`config.mk`:
```
export PLATFORM = sky130hd
export DESIGN_NAME = reset_sequencer
export DESIGN_NICKNAME = d
export VERILOG_FILES = /design/src/rtl/reset_sequencer_pkg.sv /design/src/rtl/reset_sequencer_sync_2ff.sv /design/src/rtl/reset_sequencer.sv
export SDC_FILE = /design/constraint.sdc
export NUM_CORES = 1
export LEC_CHECK = 0
export CAP_MARGIN = 15
export CORE_MARGIN = 4
export CORE_UTILIZATION = 55
export DETAILED_ROUTE_END_ITERATION = 7
export PLACE_DENSITY = 0.82
export RECOVER_POWER = 50
export SYNTH_ARGS = -nofsm -noshare
export SYNTH_HDL_FRONTEND = slang
export SYNTH_SLANG_ARGS = --single-unit
```
`constraint.sdc`:
```
create_clock -name pclk -period 4.9 [get_ports pclk]
set_input_delay 0.98 -clock pclk [delete_from_list [all_inputs] [get_ports pclk]]
set_output_delay 0.98 -clock pclk [all_outputs]
set_load 0.03 [all_outputs]
```
`src/rtl/reset_sequencer_pkg.sv`:
```
// Shared definitions for the reset sequencer: state encoding, default timings,
// and a small helper for sizing the shared delay/watchdog counter.
package reset_sequencer_pkg;

   typedef enum logic [1:0] {
      ST_HOLD     = 2'd0,
      ST_DELAY    = 2'd1,
      ST_WAIT_ACK = 2'd2,
      ST_DONE     = 2'd3
   } seq_state_e;

   localparam int DEF_DELAY_CYCLES = 10;
   localparam int DEF_WDT_CYCLES   = 1_000_000;

   function automatic int max_int(input int a, input int b);
      return (a > b) ? a : b;
   endfunction

endpackage

```
`src/rtl/reset_sequencer_sync_2ff.sv`:
```
// Two-flop synchroniser for a single asynchronous level (used for locked).
module reset_sequencer_sync_2ff (
   input  logic pclk,
   input  logic rst_n,
   input  logic d,
   output logic q
);

   logic meta_q;

   always_ff @(posedge pclk or negedge rst_n) begin
      if (!rst_n) begin
         meta_q <= 1'b0;
         q      <= 1'b0;
      end else begin
         meta_q <= d;
         q      <= meta_q;
      end
   end

endmodule

```
`src/rtl/reset_sequencer.sv`:
```
// Staged release of active-high domain resets after clock lock, in index order.
// Define RST_SEQ_WDT_EN to build the ack watchdog (sticky err, automatic retry).
//
// state    | meaning
// ---------+-----------------------------------------------------------
// HOLD     | all domain resets asserted, waiting for synchronised lock
// DELAY    | counting down before releasing rst_out[cur_stage]
// WAIT_ACK | stage released, waiting for stage_ack[cur_stage]
// DONE     | every domain released
module reset_sequencer
   import reset_sequencer_pkg::*;
#(
   parameter int                  N_STAGES     = 3,
   parameter int                  DELAY_CYCLES = DEF_DELAY_CYCLES,
   parameter logic [N_STAGES-1:0] ACK_MASK     = 3'b010,
   parameter int                  WDT_CYCLES   = DEF_WDT_CYCLES,
   parameter int                  STAGE_W      = $clog2(N_STAGES)
) (
   input  logic                pclk,
   input  logic                rst_n,
   input  logic                locked,
   input  logic                sw_rst_req,
   input  logic [N_STAGES-1:0] stage_ack,
   output logic [N_STAGES-1:0] rst_out,
   output logic                seq_busy,
   output logic                seq_done,
   output logic [STAGE_W-1:0]  cur_stage,
   output logic                err
);

`ifdef RST_SEQ_WDT_EN
   localparam int CNT_TOP = max_int(DELAY_CYCLES - 1, WDT_CYCLES - 1);
`else
   localparam int CNT_TOP = DELAY_CYCLES - 1;
`endif
   localparam int CNT_W = (CNT_TOP < 1) ? 1 : $clog2(CNT_TOP + 1);

   localparam logic [CNT_W-1:0]   CNT_DELAY  = CNT_W'(DELAY_CYCLES - 1);
   localparam logic [STAGE_W-1:0] STAGE_LAST = STAGE_W'(N_STAGES - 1);

   seq_state_e          state_q, state_nxt;
   logic [CNT_W-1:0]    cnt_q, cnt_nxt;
   logic [STAGE_W-1:0]  stage_q, stage_nxt;
   logic [N_STAGES-1:0] rst_q, rst_nxt;
   logic                busy_q, busy_nxt;
   logic                done_q, done_nxt;
   logic                locked_s;
   logic                step;
   logic                abort;

   reset_sequencer_sync_2ff u_sync_locked (
      .pclk  (pclk),
      .rst_n (rst_n),
      .d     (locked),
      .q     (locked_s)
   );

   assign abort = (state_q != ST_HOLD) && (!locked_s || sw_rst_req);

`ifdef RST_SEQ_WDT_EN
   localparam logic [CNT_W-1:0] CNT_WDT = CNT_W'(WDT_CYCLES - 1);
   logic err_q, err_nxt;
   logic timeout;

   assign timeout = (state_q == ST_WAIT_ACK) && !stage_ack[stage_q] && (cnt_q == '0);

   always_comb begin
      err_nxt = err_q;
      if (timeout)
         err_nxt = 1'b1;
      // A software request clears err even when a same-cycle lock loss wins.
      if ((state_q != ST_HOLD) && sw_rst_req)
         err_nxt = 1'b0;
   end

   always_ff @(posedge pclk or negedge rst_n) begin
      if (!rst_n) err_q <= 1'b0;
      else        err_q <= err_nxt;
   end

   assign err = err_q;
`else
   assign err = 1'b0;
`endif

   always_comb begin
      state_nxt = state_q;
      cnt_nxt   = cnt_q;
      stage_nxt = stage_q;
      rst_nxt   = rst_q;
      step      = 1'b0;
      unique case (state_q)
         ST_HOLD: begin
            if (locked_s) begin
               state_nxt = ST_DELAY;
               cnt_nxt   = CNT_DELAY;
            end
         end
         ST_DELAY: begin
            if (cnt_q == '0) begin
               rst_nxt = rst_q & ~(N_STAGES'(1) << stage_q);
               if (ACK_MASK[stage_q]) begin
                  state_nxt = ST_WAIT_ACK;
`ifdef RST_SEQ_WDT_EN
                  cnt_nxt   = CNT_WDT;
`endif
               end else begin
                  step = 1'b1;
               end
            end else begin
               cnt_nxt = cnt_q - CNT_W'(1);
            end
         end
         ST_WAIT_ACK: begin
            if (stage_ack[stage_q]) begin
               step = 1'b1;
            end
`ifdef RST_SEQ_WDT_EN
            else if (timeout) begin
               state_nxt = ST_HOLD;
               rst_nxt   = '1;
               stage_nxt = '0;
            end else begin
               cnt_nxt = cnt_q - CNT_W'(1);
            end
`endif
         end
         ST_DONE: begin
         end
      endcase

      if (step) begin
         if (stage_q == STAGE_LAST) begin
            state_nxt = ST_DONE;
         end else begin
            state_nxt = ST_DELAY;
            stage_nxt = stage_q + STAGE_W'(1);
            cnt_nxt   = CNT_DELAY;
         end
      end

      // Lock loss / software restart overrides any release or ack this cycle.
      if (abort) begin
         state_nxt = ST_HOLD;
         rst_nxt   = '1;
         stage_nxt = '0;
         cnt_nxt   = '0;
      end
   end

   always_comb begin
      busy_nxt = (state_nxt == ST_DELAY) || (state_nxt == ST_WAIT_ACK);
      done_nxt = (state_nxt == ST_DONE);
   end

   always_ff @(posedge pclk or negedge rst_n) begin
      if (!rst_n) begin
         state_q <= ST_HOLD;
         cnt_q   <= '0;
         stage_q <= '0;
         rst_q   <= '1;
         busy_q  <= 1'b0;
         done_q  <= 1'b0;
      end else begin
         state_q <= state_nxt;
         cnt_q   <= cnt_nxt;
         stage_q <= stage_nxt;
         rst_q   <= rst_nxt;
         busy_q  <= busy_nxt;
         done_q  <= done_nxt;
      end
   end

   assign rst_out   = rst_q;
   assign seq_busy  = busy_q;
   assign seq_done  = done_q;
   assign cur_stage = stage_q;

endmodule
```
After elaboration in Yosys (flattened, before gate mapping) --
Index checks and enable logic that the tools add are counted.
Storage, ports and cells: output and inout port bits 8, memory bits (read-only) 0, flip-flop bits (word level) 15, logic and storage cells 60, latch bits 0, memories kept 0, RAM bits 0
Cells by class: bitwise logic cells 2, shift operators 1, reductions and logical operators 12, multiplexer cells 27, order comparisons 1, $add $sub $neg 2, $mul 0, div/mod/pow operators 0, equality and inequality tests 7
Operators with widths (number):
- $mux 4 | 5
- $mux 2 | 9
- $mux 3 | 3
- $eq 2x2->1 const B | 4
- $pmux 4 s2 | 1
- $reduce_bool 2->1 | 4
- $mux 1 | 5
- $bmux 1 s2 | 2
- $eq 2x1->1 const B | 2
- $logic_not 4->1 | 1
- $pmux 2 s2 | 1
- $reduce_and 2->1 | 2
- $sub 4x1->4 const B | 1
- $and 3x3->3 | 1
- $lt 2x3->1 const B | 1
- $not 3->3 | 1
- $shl 1x2->3 const A | 1
- $add 2x1->2 const B | 1
- $logic_not 2->1 | 1
- $logic_or 1x1->1 | 2
- $ne 2x2->1 const B | 1
- $pmux 1 s2 | 1
- $logic_and 1x1->1 | 1
- $logic_not 1->1 | 1

Longest topological paths before layout --
Gate-level depths: netlist (run 1).
word-level depth 9, gate-level depth with buffers 7, gate-level depth less buffers 7

Hierarchy --
Synthesis (run 1) repeated with hierarchy kept, for this count alone.
Unflattened totals: cell total of the unflattened synthesis 87, area, all modules 878.3 um2
Modules (own cells, without submodules):
- reset_sequencer | times used 1, cells each 85, area an instance 828.3 um2, sequential area each 329.1 um2
- reset_sequencer_sync_2ff | times used 1, cells each 2, area an instance 50.0 um2, sequential area each 50.0 um2

Least setup slack after synthesis (run 1) --
Ideal clock, no wire load.
path type in2reg, from in stage_ack[2], to reg busy_q (netlist: seq_busy), slack 2.859 ns, required time 4.774 ns, stages 5, setup time 0.126 ns, data arrival time 1.915 ns, cells stage by stage mux2i_1 > o22a_1 > a21o_1 > a211oi_2 > ha_1
On the way: word-level cells in the longest chain between the ends 8
RTL lines:
- start: declaration | line reset_sequencer.sv:23 | input logic [N_STAGES-1:0] stage_ack,
- $bmux 1 s2 (*) | line reset_sequencer.sv:115 | if (stage_ack[stage_q]) begin
- $mux 1 (implied by the code) (*) | line reset_sequencer.sv:115
- $mux 1 (*) | line reset_sequencer.sv:115
- $pmux 1 s2 (*) | line reset_sequencer.sv:92 | unique case (state_q)
- $mux 2 (*) | line reset_sequencer.sv:132 | if (step) begin
- $mux 2 (*) | line reset_sequencer.sv:143 | if (abort) begin
- net state_nxt[1] | line reset_sequencer.sv:41 | seq_state_e state_q, state_nxt;
- $eq 2x1->1 or $eq 2x2->1 (tied branches) | line reset_sequencer.sv:152 | busy_nxt = (state_nxt == ST_DELAY) || (state_nxt == ST_WAIT_ACK);
- $logic_or 1x1->1 (*) | line reset_sequencer.sv:152
- net busy_nxt | line reset_sequencer.sv:45 | logic busy_q, busy_nxt;
- end signal: assignment | line reset_sequencer.sv:169 | busy_q <= busy_nxt;
- end: declaration | line reset_sequencer.sv:45
The timed path passes the listed nets; every way through them passes the cells marked *. The select of a mux whose other input is x is not followed. A chain may end at the register's enable or synchronous reset.

Worst setup path after layout (run 1) --
from reg stage_q[0] (netlist: cur_stage[0]), to out cur_stage[0]
RTL lines:
- start: declaration | line reset_sequencer.sv:43 | logic [STAGE_W-1:0] stage_q, stage_nxt;
- start signal: assignment | line reset_sequencer.sv:167 | stage_q <= stage_nxt;
- end: declaration | line reset_sequencer.sv:27 | output logic [STAGE_W-1:0] cur_stage,
No word-level cell between the ends.

==> results of run 1 <==
state kept, by name, indices dropped and copies added (netlist names):
signal                count
cnt_q                     4
cur_stage                 2
rst_out                   3
seq_busy                  1
seq_done                  1
state_q                   2
u_sync_locked.meta_q      1
u_sync_locked.q           1
metrics by stage:
stage	setup slack [ns]	utilization [%]	hold WS [ns]	total power, mW
3_3_place_gp	2.32	68.3	0.335	0.607
3_5_place_dp	2.29	68.3	0.346	0.620
5_1_grt	2.37	70.0	0.380	0.752
2_1_floorplan	2.86	-	0.331	0.510
4_1_cts	2.44	70.0	0.366	0.691
6_report	2.45	70.0	0.364	0.690
area by class of cell:
class	count	area [um^2]	area share, %
inverter	8	30.0	2.78
tap	16	20.0	1.85
multi-input combinational	65	494	45.8
clock buffer	4	26.3	2.43
timing repair buffer	13	130	12.1
sequential	15	379	35.1
kinds of logic after synthesis:
kind of cell    Yosys count  share of synthesized area, %
compound gates           28                          21.6
fa+ha+maj                 8                          10.9
buf+inv                  10                          4.51
flops                    15                          41.5
mux                       4                          4.51
other cells               1                         0.410
simple gates             24                          16.6
power by group:
group | switching (mW) | total [mW] | internal [mW]
clock | 0.0378 | 0.0693 | 0.0315
combinational | 0.234 | 0.404 | 0.170
sequential | 0.0449 | 0.216 | 0.171
layer usage:
metal  GRT usage, %  vias to the layer above  wire (um)
met1           20.2                      366        795
met5              0                        -          0
met4           6.28                        0         23
met2           24.1                       21        843
li1               -                      359          -
met3           5.20                        4        120
synth_stat cells (3+ instances only):
library cell | n | area (um^2)
inv_1 | 8 | 30.0
dfstp_2 | 3 | 78.8
dfrtp_1 | 12 | 300
ha_1 | 8 | 100
nor3_1 | 3 | 15.0
o21ai_0 | 4 | 20.0
a21oi_1 | 4 | 20.0
mux2i_1 | 3 | 30.0
a21o_1 | 5 | 37.5
o211ai_1 | 3 | 22.5
nand2_1 | 5 | 18.8
worst min path at each step:
| stage | to |
|---|---|
| after floorplan | u_sync_locked.q |
| after global placement | u_sync_locked.q |
| after detailed placement | u_sync_locked.q |
| after CTS | u_sync_locked.q |
| after global routing | u_sync_locked.q |
| final | u_sync_locked.q |
==> results.tsv, run 1 <==
metric	value	unit
hold_buf cts	0	
placed insts	117	
r2r endpoint	seq_busy	
Fill cells	129	
setup TNS	0	ns
DRT iter0 DRCs	20	
Peak VDD IR	0.340	mV
via count	750	
R2R Setup Slk	2.71	ns
post-route insts no fill	121	
final setup fails	0	
RSZ-0062 raised after global routing	no	
Post-CTS Setup Inserts	0	
# port buffers	13	
register area share after synthesis	41.5	%
R2R depth	7	
EDFF count, synth	0	
Final Cell Area	1080	um^2
WP depth	1	
fmax	408	MHz
Most used DFF post-synth	dfrtp_1	
drt pass-1 iters	5	
post-synth cell types	36	
Mapped Area	915	um^2
Placement Rows	14	
Critical Path Sink	cur_stage[0]	
Critical Path Source	cur_stage[0]	
Buf/Inv on CP	1	
commonest non-fill, non-tap cells in the layout	dfrtp_1 (12), clkdlybuf4s50_1 (10), inv_1 (8), ha_1 (8)	
Avg Inst Size Synth	10.2	um^2
WHS Path Cells	0	
Worst-Skew Late Latency	0.28	ns
CTS Root Cell	clkbuf_4	
Synth Instances	90	
Post-Route WL	1780	um
Syn Nets	105	
HPWL Detailed	1360	um
Slew HR	55.0	%
Final #Nets	121	
dpl cell area	1050	um^2
total clock sinks	15	
minimum clock period	2.45	ns
clk slew on worst S/H paths	0.09	ns
total CTS buffers	3	
skew final	0.00472	ns
Max FO, Critical Path	8	
synthesized flop and latch total	15	
post-CTS sizing	0	
Leakage	0.433	nW
Via density	6.20	
worst path cell trace	clkdlybuf4s50_1	
CTS tree	done	
crit path DAT	1.47	ns
outcome	finished clean	
initial core utilization	59.3	%
Max Cap Viol	0	
Chip Width	48.8	um
Slew @ Worst Pin	0.673	ns
Hold Crit Start	u_sync_locked.meta_q	
Worst setup EP type	output pin	
gpl congestion	0.800	
IO Pins	15	
initial antenna violation count	0	
Post-DRT Antenna Nets	0	
worst hold path class	flop to flop	
Top delay family on crit path	buffers and inverters	
max incr delay on CP	0.72	ns
gr usage total	15.7	%
Wirelength per Cell	14.7	um
Die H	48.8	um
Remaining DRCs	0	
final worst-path cycle share	50.0	%
largest net degree at the start of global routing	16	
via count of the first global-routing pass	693	
Reg2Reg Launch Point	state_q[1]	
# H-tree levels	1	
Critical Path RT	3.92	ns
most common cell after layout, fill and taps aside	dfrtp_1	
share of layout cells above drive strength 1	10.5	%
ys async rst share	100	%
first-pass GRT wire length	3000	um
Core ar.	1540	um^2
CP Launch Type	flop	
Syn. warnings	0	
GRT overflow	0	
critical path class	flop to output pin	
Area Growth Syn to Fin	18.1	%
endpoints failing hold	0	
Die ar.	2380	um^2
Antenna diodes	0	
CP max stage cell	clkdlybuf4s50_1	
Max Slew Vio Count	0	
clk buf depth	2	
Pwr per Cell Area	639	nW/um^2
(Power assumes the default switching activity.)
==> run 2: changes to the inputs <==
Settings changed: CORE_UTILIZATION 55 to 46, PLACE_DENSITY 0.82 to 0.73.
Clock period 4.9 ns to 2 ns, I/O delays scaled along.
==> run 2 against run 1 <==
Against the previous run:
- worst setup slack worse by 2.4 ns
- clock skew hardly changed
- cell count is 20% higher
- die area is 16% higher
- utilization is 2.1 points lower
- clock-buffer cell count stayed put
- sequential power is 140% higher
- register-to-register slack worse by 2.7 ns
- global-route usage is 2.6 points higher
- sequential share of layout area is 4.2 points lower
- critical path type is now flop to flop
- largest cell class unchanged
- largest power group unchanged
- highest routed layer unchanged
==> results.tsv, run 2 (synthesis results as in run 1) <==
metric	value	unit	change
total CTS buffers	3		unchanged
crit path DAT	2.12	ns	+0.65 ns
initial core utilization	50.8	%	-8.6 points
share of layout cells above drive strength 1	25.0	%	+15 points
Area Growth Syn to Fin	33.9	%	
Die ar.	2770	um^2	+16%
Pwr per Cell Area	1590	nW/um^2	+150%
gr usage total	18.3	%	+2.6 points
most common cell after layout, fill and taps aside	buf_4		
IO Pins	15		unchanged
gpl congestion	0.884		+10%
largest net degree at the start of global routing	16		unchanged
first-pass GRT wire length	3690	um	+23%
CTS Root Cell	clkbuf_4		
Max Slew Vio Count	0		unchanged
Hold Crit Start	u_sync_locked.meta_q		
final worst-path cycle share	97.5	%	
# H-tree levels	1		unchanged
Leakage	0.504	nW	+16%
Chip Width	52.6	um	+7.8%
Max FO, Critical Path	4		-4
Via density	5.70		-8.0%
critical path class	flop to flop		
WHS Path Cells	0		unchanged
Die H	52.6	um	+7.8%
R2R depth	7		unchanged
Max Cap Viol	0		unchanged
CTS tree	done		
r2r endpoint	seq_busy		
Reg with most FFs	cnt_q		
Setup WS pre-CTS	-0.0272	ns	-2.32 ns
initial antenna violation count	0		unchanged
worst hold path class	flop to flop		
final setup fails	0		unchanged
Worst-Skew Late Latency	0.29	ns	about the same
skew final	0.00447	ns	-0.000251 ns
Critical Path RT	2.17	ns	-1.75 ns
Antenna diodes	0		unchanged
via count of the first global-routing pass	802		+16%
commonest non-fill, non-tap cells in the layout	buf_4 (14), dfrtp_1 (12), clkdlybuf4s50_1 (11), ha_1 (6)		
Wirelength per Cell	15.2	um	+3.0%
outcome	finished clean		
drt pass-1 iters	4		-1
Final #Nets	136		+12%
GRT overflow	0		unchanged
Slew @ Worst Pin	0.797	ns	+0.125 ns
worst setup margin	0.0498	ns	-2.40 ns
clk slew on worst S/H paths	0.09	ns	about the same
Final Util	68.0	%	-2.1 points
number of flip-flops in the largest register	4		unchanged
Peak VDD IR	1.02	mV	+200%
Reg2Reg Launch Point	cnt_q[0]		
Core ar.	1800	um^2	+17%
Hold Slack	0.365	ns	+0.00160 ns
Remaining DRCs	0		unchanged
Critical Path Source	cnt_q[0]		
Placement Rows	15		+1
# port buffers	13		unchanged
via count	827		+10%
minimum clock period	1.95	ns	
clk buf depth	2		unchanged
endpoints failing hold	0		unchanged
Critical Path Sink	seq_busy		
total clock sinks	15		unchanged
Slew HR	46.8	%	-8.2 points
DRT iter0 DRCs	18		-10%
CP Launch Type	flop		
placed insts	137		+17%
HPWL Detailed	1580	um	+17%
hold_buf cts	0		unchanged
fmax	513	MHz	
R2R Setup Slk	0.05	ns	-2.66 ns
Worst setup EP type	flop		
Post-DRT Antenna Nets	0		unchanged
Post-Route WL	2200	um	+23%
post-route insts no fill	145		+20%
==> run 2: changes by cell type in the layout (fill, tap and decap cells not counted) <==
cell / previous run / this run
buf_4: 0 / 14
inv_1: 8 / 5
inv_2: 0 / 3
ha_1: 8 / 6
ha_4: 0 / 2
clkbuf_1: 1 / 2
clkdlybuf4s50_1: 10 / 11
dlygate4sd3_1: 3 / 2
==> run 2: cell type report <==
class                           count  area (um^2)
Sequential cell                    15          379
Inverter                            8         30.0
Clock buffer                        4         26.3
Timing Repair Buffer               28          239
Fill cell                         157          577
Tap cell                           25         31.3
Multi-Input combinational cell     65          519
==> run 2: where the power goes <==
| group | switching (mW) | total (mW) | internal [mW] |
|---|---|---|---|
| clock network | 0.0973 | 0.175 | 0.0776 |
| logic | 0.672 | 1.25 | 0.582 |
| registers | 0.102 | 0.522 | 0.420 |
| total | 0.872 | 1.95 | 1.08 |
==> run 2: repair_timing <==
action	in CTS	in global routing
resized for setup	0	7
setup endpoints to repair	0	1
buffers inserted	0	4
==> run 2: routing by layer <==
metal,track usage [%],up-vias,share of wire [%],routed length (um)
met5,0,-,0,0
met4,6.38,0,1.3,28
met3,3.99,5,4.7,104
met2,28.7,23,46,1010
met1,24.7,407,48,1060
li1,-,392,-,-
==> run 2: per-stage QoR <==
| step | cell area, um^2 | power (mW) | setup TNS, ns |
|---|---|---|---|
| after floorplan | 915 | 1.25 | 0 |
| after global placement | 1150 | 1.62 | 0 |
| after detailed placement | 1150 | 1.66 | -0.0272 |
| after CTS | 1170 | 1.84 | 0 |
| after global routing | 1220 | 2.12 | -0.00627 |
| final | 1220 | 1.95 | 0 |
==> run 2: worst min path at each step <==
| stage | to | slack [ns] |
|---|---|---|
| 2_1_floorplan | cnt_q[0] | 0.10 |
| 3_3_place_gp | u_sync_locked.q | 0.34 |
| 3_5_place_dp | u_sync_locked.q | 0.35 |
| 4_1_cts | u_sync_locked.q | 0.37 |
| 5_1_grt | u_sync_locked.q | 0.38 |
| 6_report | u_sync_locked.q | 0.37 |
==> run 2: worst max-delay path, cell delays in order, from the launching register on <==
cell and delay [ns]:
dfrtp_1 0.40, inv_2 0.08, ha_4 0.15, nand4bb_1 0.16
o22a_1 0.30, a21o_1 0.22, a211oi_2 0.26, ha_1 0.26
==> run 3: changes to the inputs <==
Settings changed: CORE_UTILIZATION 46 to 45, PLACE_DENSITY 0.73 to 0.72.
==> run 3 against run 2 <==
Against the previous run:
- sequential cell count did not move
- clock skew grew 0.0011 ns
- register-to-register slack about the same
- highest routed layer unchanged
- worst hold slack worse by 0.0030 ns
- largest power group unchanged
- cell count unchanged
- critical path depth stayed put
- maximum frequency grew 0.70%
==> results.tsv, run 3 (synthesis results as in run 1) <==
metric	value	unit	change
global-route track usage on met2	23.3	%	-5.4 points
initial antenna violation count	0		unchanged
Final Cell Area	1210	um^2	-1.2%
skew final	0.00560	ns	+0.00113 ns
total CTS buffers	3		unchanged
Leakage	0.499	nW	-1.1%
CP Launch Type	flop		
Antenna diodes	0		unchanged
gpl congestion	0.839		-5.1%
Slew @ Worst Pin	0.624	ns	-0.174 ns
clk buf depth	2		unchanged
Via density	5.42		-5.0%
combinational power share	64.2	%	about the same
clock share of power	8.5	%	-0.5 points
Sw Share	43.8	%	-0.87 points
worst setup margin	0.0633	ns	+0.0135 ns
Slew HR	58.3	%	+11 points
CP max stage cell	dfrtp_1		
P_sw	0.831	mW	-4.6%
critical path class	flop to flop		
worst path cell trace	inv_1 -> ha_4 -> nand4bb_1 -> o22a_1 -> a21o_1 -> a211oi_2 -> ha_1		
total clock sinks	15		unchanged
RSZ-0062 raised after global routing	yes		
clk slew on worst S/H paths	0.08	ns	about the same
Post-Route WL	1960	um	-11%
via count	786		-5.0%
worst hold path class	flop to flop		
Worst-Skew Late Latency	0.27	ns	-0.02 ns
first-pass GRT wire length	3280	um	-11%
commonest non-fill, non-tap cells in the layout	buf_4 (13), dfrtp_1 (12), clkdlybuf4s50_1 (11), ha_1 (7), inv_1 (6)		
endpoints failing hold	0		unchanged
largest net degree at the start of global routing	16		unchanged
final setup fails	0		unchanged
met3 usage	3.66	%	-0.33 points
crit path DAT	2.10	ns	-0.02 ns
Sequential Power Share	27.3	%	+0.5 points
Post-DRT Antenna Nets	0		unchanged
Reg with most FFs	cnt_q		
M1 GR Usage	21.7	%	-3.0 points
Setup WS pre-CTS	0.00240	ns	+0.0296 ns
drt pass-1 iters	6		+2
GR peak layer	met2		
Placement Rows	16		+1
IO Pins	15		unchanged
Chip Width	53.1	um	+0.94%
Max Slew Vio Count	0		unchanged
Pwr per Cell Area	1570	nW/um^2	-1.5%
gr usage total	15.9	%	-2.5 points
# H-tree levels	1		unchanged
Max FO, Critical Path	5		+1
Fill cells	169		+7.6%
CTS Root Cell	clkbuf_4		
Remaining DRCs	0		unchanged
fmax	516	MHz	+0.70%
Power Internal	1.07	mW	-1.2%
Peak VDD IR	0.870	mV	-15%
Final Util	62.3	%	-5.7 points
area occupied by multi-input gates	513	um^2	-1.2%
minimum clock period	1.94	ns	-0.0135 ns
initial core utilization	47.1	%	-3.7 points
Critical Path RT	2.16	ns	about the same
most common cell after layout, fill and taps aside	buf_4		
HPWL Detailed	1490	um	-5.7%
Wirelength per Cell	13.5	um	-11%
Area Growth Syn to Fin	32.3	%	
DRT iter0 DRCs	28		+10
dpl cell area	1140	um^2	-0.44%
outcome	finished clean		
Final #Nets	134		-1.5%
hold_buf cts	0		unchanged
number of flip-flops in the largest register	4		unchanged
Core ar.	1940	um^2	+7.8%
GRT overflow	0		unchanged
Max Cap Viol	0		unchanged
# port buffers	13		unchanged
Die ar.	2820	um^2	+1.9%
CTS tree	done		
share of layout cells above drive strength 1	23.7	%	-1.3 points
via count of the first global-routing pass	747		-6.9%
Worst setup EP type	flop		
setup TNS	0	ns	unchanged
Register Area	379	um^2	unchanged
Die H	53.1	um	+0.94%
final worst-path cycle share	96.8	%	-0.68 points
max incr delay on CP	0.39	ns	about the same
## run 3: changes by cell type in the layout (fill, tap and decap cells not counted), sizes merged
cell | before | now
buf | 14 | 13
clkbuf | 5 | 4
## run 3: power by group through the flow
| stage | sequential, mW | combinational, mW | clock, mW |
|---|---|---|---|
| detailed placement | 0.521 | 1.13 | 0 |
| global route | 0.537 | 1.34 | 0.185 |
| floorplan | 0.600 | 0.649 | 0 |
| CTS | 0.516 | 1.14 | 0.166 |
| finish | 0.519 | 1.22 | 0.160 |
| global placement | 0.515 | 1.10 | 0 |
## run 3: worst paths after layout
kind / cells past startpoint / end / slack (ns) / startpoint
max in group asynchronous: 1 / cnt_q[3] / 1.01 / rst_n
min reg2reg: 0 / u_sync_locked.q / 0.36 / u_sync_locked.meta_q
max reg2reg: 7 / seq_busy / 0.06 / cnt_q[1]
min: 0 / u_sync_locked.q / 0.36 / u_sync_locked.meta_q
min in group asynchronous: 1 / cur_stage[1] / 0.58 / rst_n
max: 7 / seq_busy / 0.06 / cnt_q[1]
## run 3: through the flow
stage               hold slack (ns)  total power [mW]  cells
floorplan                     0.104              1.25     90
global placement              0.335              1.61    138
detailed placement            0.342              1.65    138
CTS                           0.359              1.82    142
global route                  0.382              2.06    145
finish                        0.362              1.90    145
## run 3: repair_timing
action,in CTS,in global routing
gates resized for setup,1,4
endpoints found under the setup margin,1,1
setup buffers,0,3
pin swaps,0,6
## run 3: cell type report
class                           count  share of cell area (%)
Multi-Input combinational cell     65                    42.4
Inverter                            8                    2.48
Timing Repair Buffer               26                    18.8
Clock buffer                        4                    2.17
Tap cell                           27                    2.79
Sequential cell                    15                    31.3
## run 3: critical path: cells and delay by family (launching register included)
kind | cells | cell delay [ns]
buffers and inverters | 1 | 0.11
flip-flops | 1 | 0.39
adder cells (fa/ha/maj) | 2 | 0.43
AO/OA/AOI/OAI | 3 | 0.75
AND/OR/NAND/NOR | 1 | 0.16
## run 3: routing by layer
layer | up-vias | wire, um
met5 | - | 0
met4 | 0 | 12
met3 | 2 | 66
met2 | 14 | 930
met1 | 383 | 953
li1 | 387 | -
